### src/rtl/fetch_issue_ctrl_pkg.sv
// Shared types and ISA constants for the fetch/issue controller and its decoder.
package pc_pkg;

    // Branch control handed to the PC.
    typedef enum logic [1:0] {
        BR_NEXT = 2'b00,
        BR_ABS  = 2'b01,
        BR_REL3 = 2'b10,
        BR_REL6 = 2'b11
    } branch_t;

    // Controller states.
    typedef enum logic [1:0] {
        IDLE,
        FETCH,
        ISSUE,
        HALTED
    } fi_state_t;

    // Opcode prefixes of the fixed 9-bit ISA.
    localparam logic [1:0] OPC_JMP = 2'b10;   // [8:7]
    localparam logic [2:0] OPC_BR6 = 3'b111;  // [8:6]
    localparam logic [2:0] OPC_SYS = 3'b110;  // [8:6], HALT / BR3 / NOP
    localparam logic [8:0] OP_HALT = 9'b110111111;

    // True when the word is the HALT instruction.
    function automatic logic f_is_halt(input logic [8:0] instr);
        return (instr == OP_HALT);
    endfunction

endpackage

### src/rtl/fetch_issue_ctrl_decoder.sv
// Combinational decode of a 9-bit instruction into raw PC branch controls.
module instr_decoder
    import pc_pkg::*;
(
    input  logic [8:0] i_instr,
    output branch_t    o_branch,
    output logic [6:0] o_seven,
    output logic [2:0] o_three,
    output logic [5:0] o_six,
    output logic       o_is_halt
);

    // Decode opcode; fields not used by the decoded type stay zero.
    always_comb begin
        o_branch  = BR_NEXT;
        o_seven   = '0;
        o_three   = '0;
        o_six     = '0;
        o_is_halt = 1'b0;
        if (i_instr[8]) begin
            if (i_instr[8:7] == OPC_JMP) begin
                o_branch = BR_ABS;
                o_seven  = i_instr[6:0];
            end else if (i_instr[8:6] == OPC_BR6) begin
                o_branch = BR_REL6;
                o_six    = i_instr[5:0];
            end else if (f_is_halt(i_instr)) begin
                o_is_halt = 1'b1;
            end else if (!i_instr[5]) begin
                o_branch = BR_REL3;
                o_three  = i_instr[2:0];
            end
        end
    end

endmodule

### src/rtl/fetch_issue_ctrl.sv
// Fetch/issue controller feeding the PC: captures the instruction word,
// issues it to execute over valid/ready and gates PC advance.
module fetch_issue_ctrl
    import pc_pkg::*;
#(
    parameter int unsigned IW    = 9,
    parameter int unsigned CNT_W = 16
) (
    input  logic             clk,
    input  logic             reset,
    input  logic             start,
    input  logic             imem_valid,
    input  logic [IW-1:0]    imem_rdata,
    input  logic             ex_ready,
    output logic             ex_valid,
    output logic [IW-1:0]    instr_q,
    output logic [1:0]       branchType,
    output logic [6:0]       sevenBitAddress,
    output logic [2:0]       threeBitOffset,
    output logic [5:0]       sixBitOffset,
    output logic             pc_step,
    output logic             pc_reset,
    output logic             done,
    output logic [CNT_W-1:0] inst_count
);

    fi_state_t        r_state;
    fi_state_t        w_state_nxt;
    logic [IW-1:0]    r_instr;
    logic [CNT_W-1:0] r_inst_count;
    branch_t          w_branch;
    logic             w_is_halt;
    logic             w_handshake;

    instr_decoder u_dec (
        .i_instr   (r_instr),
        .o_branch  (w_branch),
        .o_seven   (sevenBitAddress),
        .o_three   (threeBitOffset),
        .o_six     (sixBitOffset),
        .o_is_halt (w_is_halt)
    );

    // Outputs derived from state so reset takes effect in the same cycle.
    always_comb begin
        ex_valid    = (r_state == ISSUE);
        w_handshake = ex_valid && ex_ready;
        pc_step     = w_handshake && !w_is_halt;
        pc_reset    = (r_state == IDLE);
        done        = (r_state == HALTED);
        instr_q     = r_instr;
        branchType  = w_branch;
        inst_count  = r_inst_count;
    end

    // Next-state logic.
    always_comb begin
        w_state_nxt = r_state;
        case (r_state)
            IDLE:    if (start)       w_state_nxt = FETCH;
            FETCH:   if (imem_valid)  w_state_nxt = ISSUE;
            ISSUE:   if (w_handshake) w_state_nxt = w_is_halt ? HALTED : FETCH;
            HALTED:  if (start)       w_state_nxt = IDLE;
            default:                  w_state_nxt = IDLE;
        endcase
    end

    // State register.
    always_ff @(posedge clk or negedge reset) begin
        if (!reset) r_state <= IDLE;
        else        r_state <= w_state_nxt;
    end

    // Instruction capture; held through ISSUE so decoded fields stay stable.
    always_ff @(posedge clk or negedge reset) begin
        if (!reset)                               r_instr <= '0;
        else if (r_state == FETCH && imem_valid)  r_instr <= imem_rdata;
    end

    // Retired-instruction counter, cleared on program start, saturating.
    always_ff @(posedge clk or negedge reset) begin
        if (!reset) begin
            r_inst_count <= '0;
        end else if (r_state == IDLE && start) begin
            r_inst_count <= '0;
        end else if (pc_step && r_inst_count != '1) begin
            r_inst_count <= r_inst_count + CNT_W'(1);
        end
    end

endmodule

### config.mk
export PLATFORM = sky130hd
export DESIGN_NAME = fetch_issue_ctrl
export DESIGN_NICKNAME = d
export VERILOG_FILES = /design/src/rtl/fetch_issue_ctrl_pkg.sv /design/src/rtl/fetch_issue_ctrl_decoder.sv /design/src/rtl/fetch_issue_ctrl.sv
export SDC_FILE = /design/constraint.sdc
export NUM_CORES = 1
export LEC_CHECK = 0
export CAP_MARGIN = 20
export CORE_ASPECT_RATIO = 0.8
export CORE_MARGIN = 10
export CORE_UTILIZATION = 40
export CTS_CLUSTER_DIAMETER = 100
export DETAILED_ROUTE_END_ITERATION = 8
export PLACE_DENSITY = 0.87
export REMOVE_ABC_BUFFERS = 1
export SLEW_MARGIN = 15
export SYNTH_ARGS = -nofsm -noshare
export SYNTH_HDL_FRONTEND = slang
export SYNTH_SLANG_ARGS = --single-unit
### constraint.sdc
create_clock -name clk -period 1.6 [get_ports clk]
set_clock_uncertainty 0.1 [all_clocks]
set_input_delay 0.32 -clock clk [delete_from_list [all_inputs] [get_ports clk]]
set_output_delay 0.32 -clock clk [all_outputs]
set_load 0.03 [all_outputs]
==> metrics.txt, run 1 <==
# Max-Cap Violations=0; via/cell ratio=5.798; Syn Inst Count=169; Core Region=3854 µm²; Worst VDD drop=1.260 mV; number of synthesized register bits=27; die area=7050 µm²; unique cell type count in the Yosys netlist=39; DRT Pass-1 Iters=4; CP Max Fanout=7; final setup margin=-0.3527 ns; initial core utilization=42.34%; Hold Vio Cnt, Final=0; RSZ-0062 raised after global routing=yes; Synth Area per Inst=9.654 µm²; Placement Setup Slack=-0.5615 ns; Mapped Area=1632 µm²; P per Cell Area=1447 nW/µm²; fmax=512.1 MHz; Cell Area, Placed=2545 µm²; DR vias=1,977; post-DR wirelength/cell=21.77 µm; Worst R2R Start=r_state[0]; CP endpoint kind=flip-flop; design area=3074 µm²; Longest Clk Path Bufs=2; CP startpoint kind=flip-flop; Final Max Tran Viols=0; initial antenna violation count=0; Reg area=675.6 µm²; status=complete, but fails checks; Overall Global Routing Usage=18.00%; DRT iter0 DRCs=245; YS warnings=0; drt total wl=7422 µm; Final nets=302; Leak=0.001396 µW; pin count of the biggest net entering global routing=28; share of post-route cells with drive strength above 1=60.84%; Layout area overhead=88.42%; commonest non-fill, non-tap cell in the layout=buf_4; clk sinks=27; Rel. slew slack=75.77%; GPL Wtd Cong=0.8701; IO Count=61; placed cells=323; vias in the first global route=1,890; first-pass GRT wire length=10,380 µm; combined area of the multi-input logic cells=1170 µm²; hold crit path type=in -> async; # fillers=219; post-synthesis sequential area ratio=41.41%; H-tree levels=1; TritonCTS clock tree=built; clock latency on the worst-skew pair=0.28 ns; DRC Markers=0; final HPWL from detailed placement=4221 µm; fin crit share=122.0%; die extent in x=91.41 µm; Critical Path RT=1.70 ns; GRT Residual Overflow=0; Critical R2R Capture=inst_count[14]; critical path endpoint=inst_count[14]; Worst EP arrival=2.05 ns; R2R Setup Slk=-0.35 ns; antenna-violating nets left=0; Tmin final=1.953 ns; violated checks=negative setup slack; clock transition at the registers of the reported paths=0.09 ns; Num CTS Buffers=3; Worst-Margin Slew=0.3635 ns; Clock Tree Root=clkbuf_8; critical path class=reg -> reg; row count=20; final setup fails=35; # port buffers=60; CP startpoint=r_state[0]; Worst Reg2Reg Path Length in Cells=7; ant diodes=0; filler-free cell count of the finished design=341; most frequent cells in the layout=buf_4 (55), buf_6 (31), dfrtp_1 (27); Die Y-Extent=77.13 µm; CTS Hold Buffers Added=0
==> critical path, stage by stage, from the launching register on <==
cell and delay (ns):
dfrtp_1 0.39, and3b_2 0.28, o31ai_4 0.10, buf_6 0.14, buf_12 0.13, buf_6 0.11
or4_1 0.46, a21oi_1 0.16
==> kinds of logic after synthesis <==
| family | count (synthesis) | synth area share (%) |
|---|---|---|
| simple gates | 86 | 31.83 |
| compound gates | 28 | 11.50 |
| flops | 27 | 41.41 |
| mux | 15 | 9.893 |
| buf+inv | 12 | 4.600 |
| fa+ha+maj | 1 | 0.7667 |
==> state kept, by name, summed over array words and instances, names as in the netlist <==
signal,count
inst_count,16
instr_q,9
r_state,2
==> through the flow <==
stage | hold slack (ns) | setup TNS, ns | total power [µW] | util [%]
floorplan | -0.07559 | -19.03 | 2210 | -
global placement | 0.4857 | -6.792 | 3329 | 66.04
detailed placement | 0.4900 | -7.784 | 3375 | 66.04
CTS | 0.3249 | -3.950 | 4124 | 75.23
global route | 0.3420 | -9.420 | 4635 | 79.77
finish | 0.3113 | -7.292 | 4449 | 79.77
==> power breakdown <==
part           leakage, µW  switching, µW  internal, µW
clock            0.0000228            219           179
sequential        0.000352            113           844
combinational      0.00102           1700          1390
==> cells in the mapped netlist <==
cell type  count  share of area (%)
nand2_1       19                4.4
a31oi_1        1               0.38
a211oi_1       1               0.46
nor4_4         1                1.3
nor4_1         4                1.5
a21boi_0       1               0.46
nand4_2        1               0.77
clkbuf_1       1               0.23
ha_1           1               0.77
o41ai_1        1               0.54
buf_6          3                2.1
inv_1          3               0.69
nand4b_1       1               0.54
a21oi_1        8                2.5
nor2_1         3               0.69
a41o_1         1               0.61
dfrtp_1       27                 41
a21o_1         1               0.46
o211ai_1       1               0.46
nand2b_1       5                1.9
or4_1          6                2.8
nand3b_1       1               0.46
mux2i_1        6                3.7
or3b_2         1               0.54
nor3_1         2               0.61
nand4_1        6                2.3
buf_4          1               0.46
and2_1        16                6.1
and4_1         3                1.6
o311ai_0       2                1.1
buf_2          3               0.92
nand3_1        8                2.5
nor3b_1        3                1.4
o21ai_0        3               0.92
mux2_2         9                6.2
and3b_1        1               0.54
o31ai_1        8                3.7
nor2b_1        5                1.9
buf_1          1               0.23
==> area by class of cell <==
cell class,count,area share (%)
clock buffer,4,1.465
timing repair buffer,122,35.82
multi-input combinational,130,38.05
tap,55,2.239
sequential,27,21.98
inverter,3,0.4477
==> what timing repair did <==
item / 4_1_cts / 5_1_grt
resized for setup: 104 / 56
setup buffers: 8 / 9
gates cloned: 0 / 1
endpoints found under the setup margin: 52 / 49
pin swaps: 19 / 18
==> how the worst min path moves through the flow <==
stage | end | slack [ns] | start
5_1_grt | instr_q[1] | 0.34 | reset
3_5_place_dp | r_state[0] | 0.49 | r_state[0]
6_report | instr_q[2] | 0.31 | reset
4_1_cts | instr_q[1] | 0.32 | reset
2_1_floorplan | inst_count[0] | -0.08 | reset
3_3_place_gp | inst_count[0] | 0.49 | inst_count[0]
==> routing by layer <==
layer | GRT usage, % | wire, µm | part of all wire (%) | vias up
met5 | 0 | 0 | 0 | -
met3 | 3.599 | 548 | 7.4 | 24
met4 | 7.969 | 264 | 3.6 | 0
met1 | 20.87 | 2686 | 36 | 993
li1 | - | - | - | 862
met2 | 31.13 | 3922 | 53 | 98
No activity file was read; power rests on OpenSTA's default activity.
==> run 2, diff against run 1 <==
--- a/config.mk
+++ b/config.mk
@@ -7,7 +7,6 @@
 export LEC_CHECK = 0
 export CAP_MARGIN = 20
 export CORE_ASPECT_RATIO = 0.8
-export CORE_MARGIN = 10
 export CORE_UTILIZATION = 40
 export CTS_CLUSTER_DIAMETER = 100
 export DETAILED_ROUTE_END_ITERATION = 8
@@ -17,3 +16,4 @@
 export SYNTH_ARGS = -nofsm -noshare
 export SYNTH_HDL_FRONTEND = slang
 export SYNTH_SLANG_ARGS = --single-unit
+export TNS_END_PERCENT = 1
==> run 2 against run 1 <==
The run still ends with negative setup slack left. Die area decreased by 38%. Maximum frequency increased by 1.9%. Core utilization decreased by 8.0 points. Register-to-register slack improved by 0.11 ns. Worst hold slack got worse by 0.018 ns. Non-clock buffer count decreased by 16. Critical path depth decreased by 3. Global-route usage increased by 9.2 points. Sequential share of layout area increased by 2.5 points. Power decreased by 8.6%. Highest routed layer unchanged.
==> metrics.txt, run 2 (same netlist as run 1, synthesis figures left out) <==
combined area of the multi-input logic cells=1055 µm² (-9.8%); critical path class=reg -> out; IO Count=61 (unchanged); worst hold margin=0.2933 ns (-0.01806 ns); ant diodes=0 (unchanged); GPL Wtd Cong=0.8098 (-6.9%); final setup fails=37 (+5.7%); initial antenna violation count=0 (unchanged); RSZ-0062 raised after global routing=yes; Leak=0.001262 µW (-9.6%); violated checks=negative setup slack; clock latency on the worst-skew pair=0.29 ns (about the same); first-pass GRT wire length=8763 µm (-16%); status=complete, but fails checks; P per Cell Area=1470 nW/µm² (+1.6%); Rel. slew slack=67.23% (-8.5 points); final HPWL from detailed placement=3743 µm (-11%); final setup margin=-0.3155 ns (+0.03722 ns); Final Max Tran Viols=0 (unchanged); Core Region=3854 µm² (unchanged); fin crit share=119.7% (-2.3 points); DRT Pass-1 Iters=4 (unchanged); Reg area=676.9 µm² (+0.19%); Layout area overhead=69.63%; CP startpoint kind=flip-flop; die area=4340 µm² (-38%); row count=20 (unchanged); post-DR wirelength/cell=18.37 µm (-16%); CP Max Fanout=2 (-5); Final nets=286 (-5.3%); Worst R2R Start=r_state[0]; clk sinks=27 (unchanged); Hold Vio Cnt, Final=0 (unchanged); Critical Path RT=1.18 ns (-0.52 ns); CP startpoint=instr_q[1]; CTS Hold Buffers Added=0 (unchanged); H-tree levels=1 (unchanged); # Max-Cap Violations=0 (unchanged); TritonCTS clock tree=built; via/cell ratio=5.695 (-1.8%); vias in the first global route=1,783 (-5.7%); DR vias=1,851 (-6.4%); initial core utilization=42.34% (unchanged); pin count of the biggest net entering global routing=28 (unchanged); hold crit path type=in -> async; Tmin final=1.916 ns (-0.03722 ns); Worst EP arrival=1.50 ns (-0.55 ns); die extent in x=73.41 µm (-20%); drt total wl=5970 µm (-20%); max reg flops=16 (unchanged); commonest non-fill, non-tap cell in the layout=buf_4; clock transition at the registers of the reported paths=0.11 ns (+0.02 ns); Clock Tree Root=clkbuf_8; DRT iter0 DRCs=119 (-51%); antenna-violating nets left=0 (unchanged); Overall Global Routing Usage=27.15% (+9.2 points); Final Util=71.82% (-8.0 points); most frequent cells in the layout=buf_4 (51), dfrtp_1 (26), buf_6 (21); Cell Area, Placed=2510 µm² (-1.4%); Die Y-Extent=59.13 µm (-23%); Worst VDD drop=1.068 mV (-15%); design area=2768 µm² (-10%); # port buffers=60 (unchanged); Worst-Margin Slew=0.4853 ns (+0.1218 ns); Num CTS Buffers=3 (unchanged); Longest Clk Path Bufs=2 (unchanged); Worst Reg2Reg Path Length in Cells=5 (-2); GRT Residual Overflow=0 (unchanged); CP endpoint kind=primary output; DRC Markers=0 (unchanged); fmax=522.1 MHz (+1.9%); # fillers=277 (+26%); share of post-route cells with drive strength above 1=47.78% (-13 points)
-- run 2: routing by layer --
layer / global-route usage (%) / share of wire [%] / vias to the layer above / wire length, µm
li1: - / - / 831 / -
met1: 34.98 / 41 / 914 / 2422
met2: 45.77 / 50 / 87 / 2985
met3: 4.252 / 6.3 / 19 / 374
met4: 11.54 / 3.1 / 0 / 188
met5: 0 / 0 / - / 0
-- run 2: power by group --
group          switching [µW]  total, µW  internal, µW
Sequential                111        955           844
Combinational            1560       2690          1130
Clock                     245        420           176
-- run 2: final timing paths --
kind,end,slack (ns)
setup / recovery,pc_step,-0.32
max in group asynchronous,inst_count[13],0.82
setup reg to reg,inst_count[11],-0.24
hold reg to reg,inst_count[9],0.49
min in group clk,r_state[1],0.44
hold / removal,r_state[1],0.29
-- run 2: area by class of cell --
type,count,area share [%]
sequential,27,24.46
clock inverter,1,0.1808
clock buffer,3,1.492
inverter,3,0.4069
timing repair buffer,106,32.87
multi-input combinational,130,38.11
tap,55,2.486
-- run 2: stage by stage --
| step | total power [µW] | cells | worst slack, ns | setup TNS [ns] |
|---|---|---|---|---|
| finish | 4068 | 325 | -0.3155 | -5.212 |
| global route | 4232 | 325 | -0.3944 | -7.361 |
| CTS | 3882 | 325 | -0.2353 | -3.483 |
| detailed placement | 3358 | 319 | -0.7553 | -9.798 |
| global placement | 3309 | 319 | -0.7009 | -8.741 |
| floorplan | 2210 | 160 | -1.414 | -19.03 |
-- run 2: what timing repair did --
| action | 4_1_cts | 5_1_grt |
|---|---|---|
| resized for setup | 71 | 40 |
| pin swaps | 12 | 3 |
| setup buffers | 2 | 0 |
| endpoints found under the setup margin | 57 | 55 |
-- run 2: critical path, stage by stage (launching register included) --
cell and delay [ns]:
dfrtp_1 0.39, nand4_1 0.21, o31ai_4 0.36, inv_2 0.09, buf_6 0.15
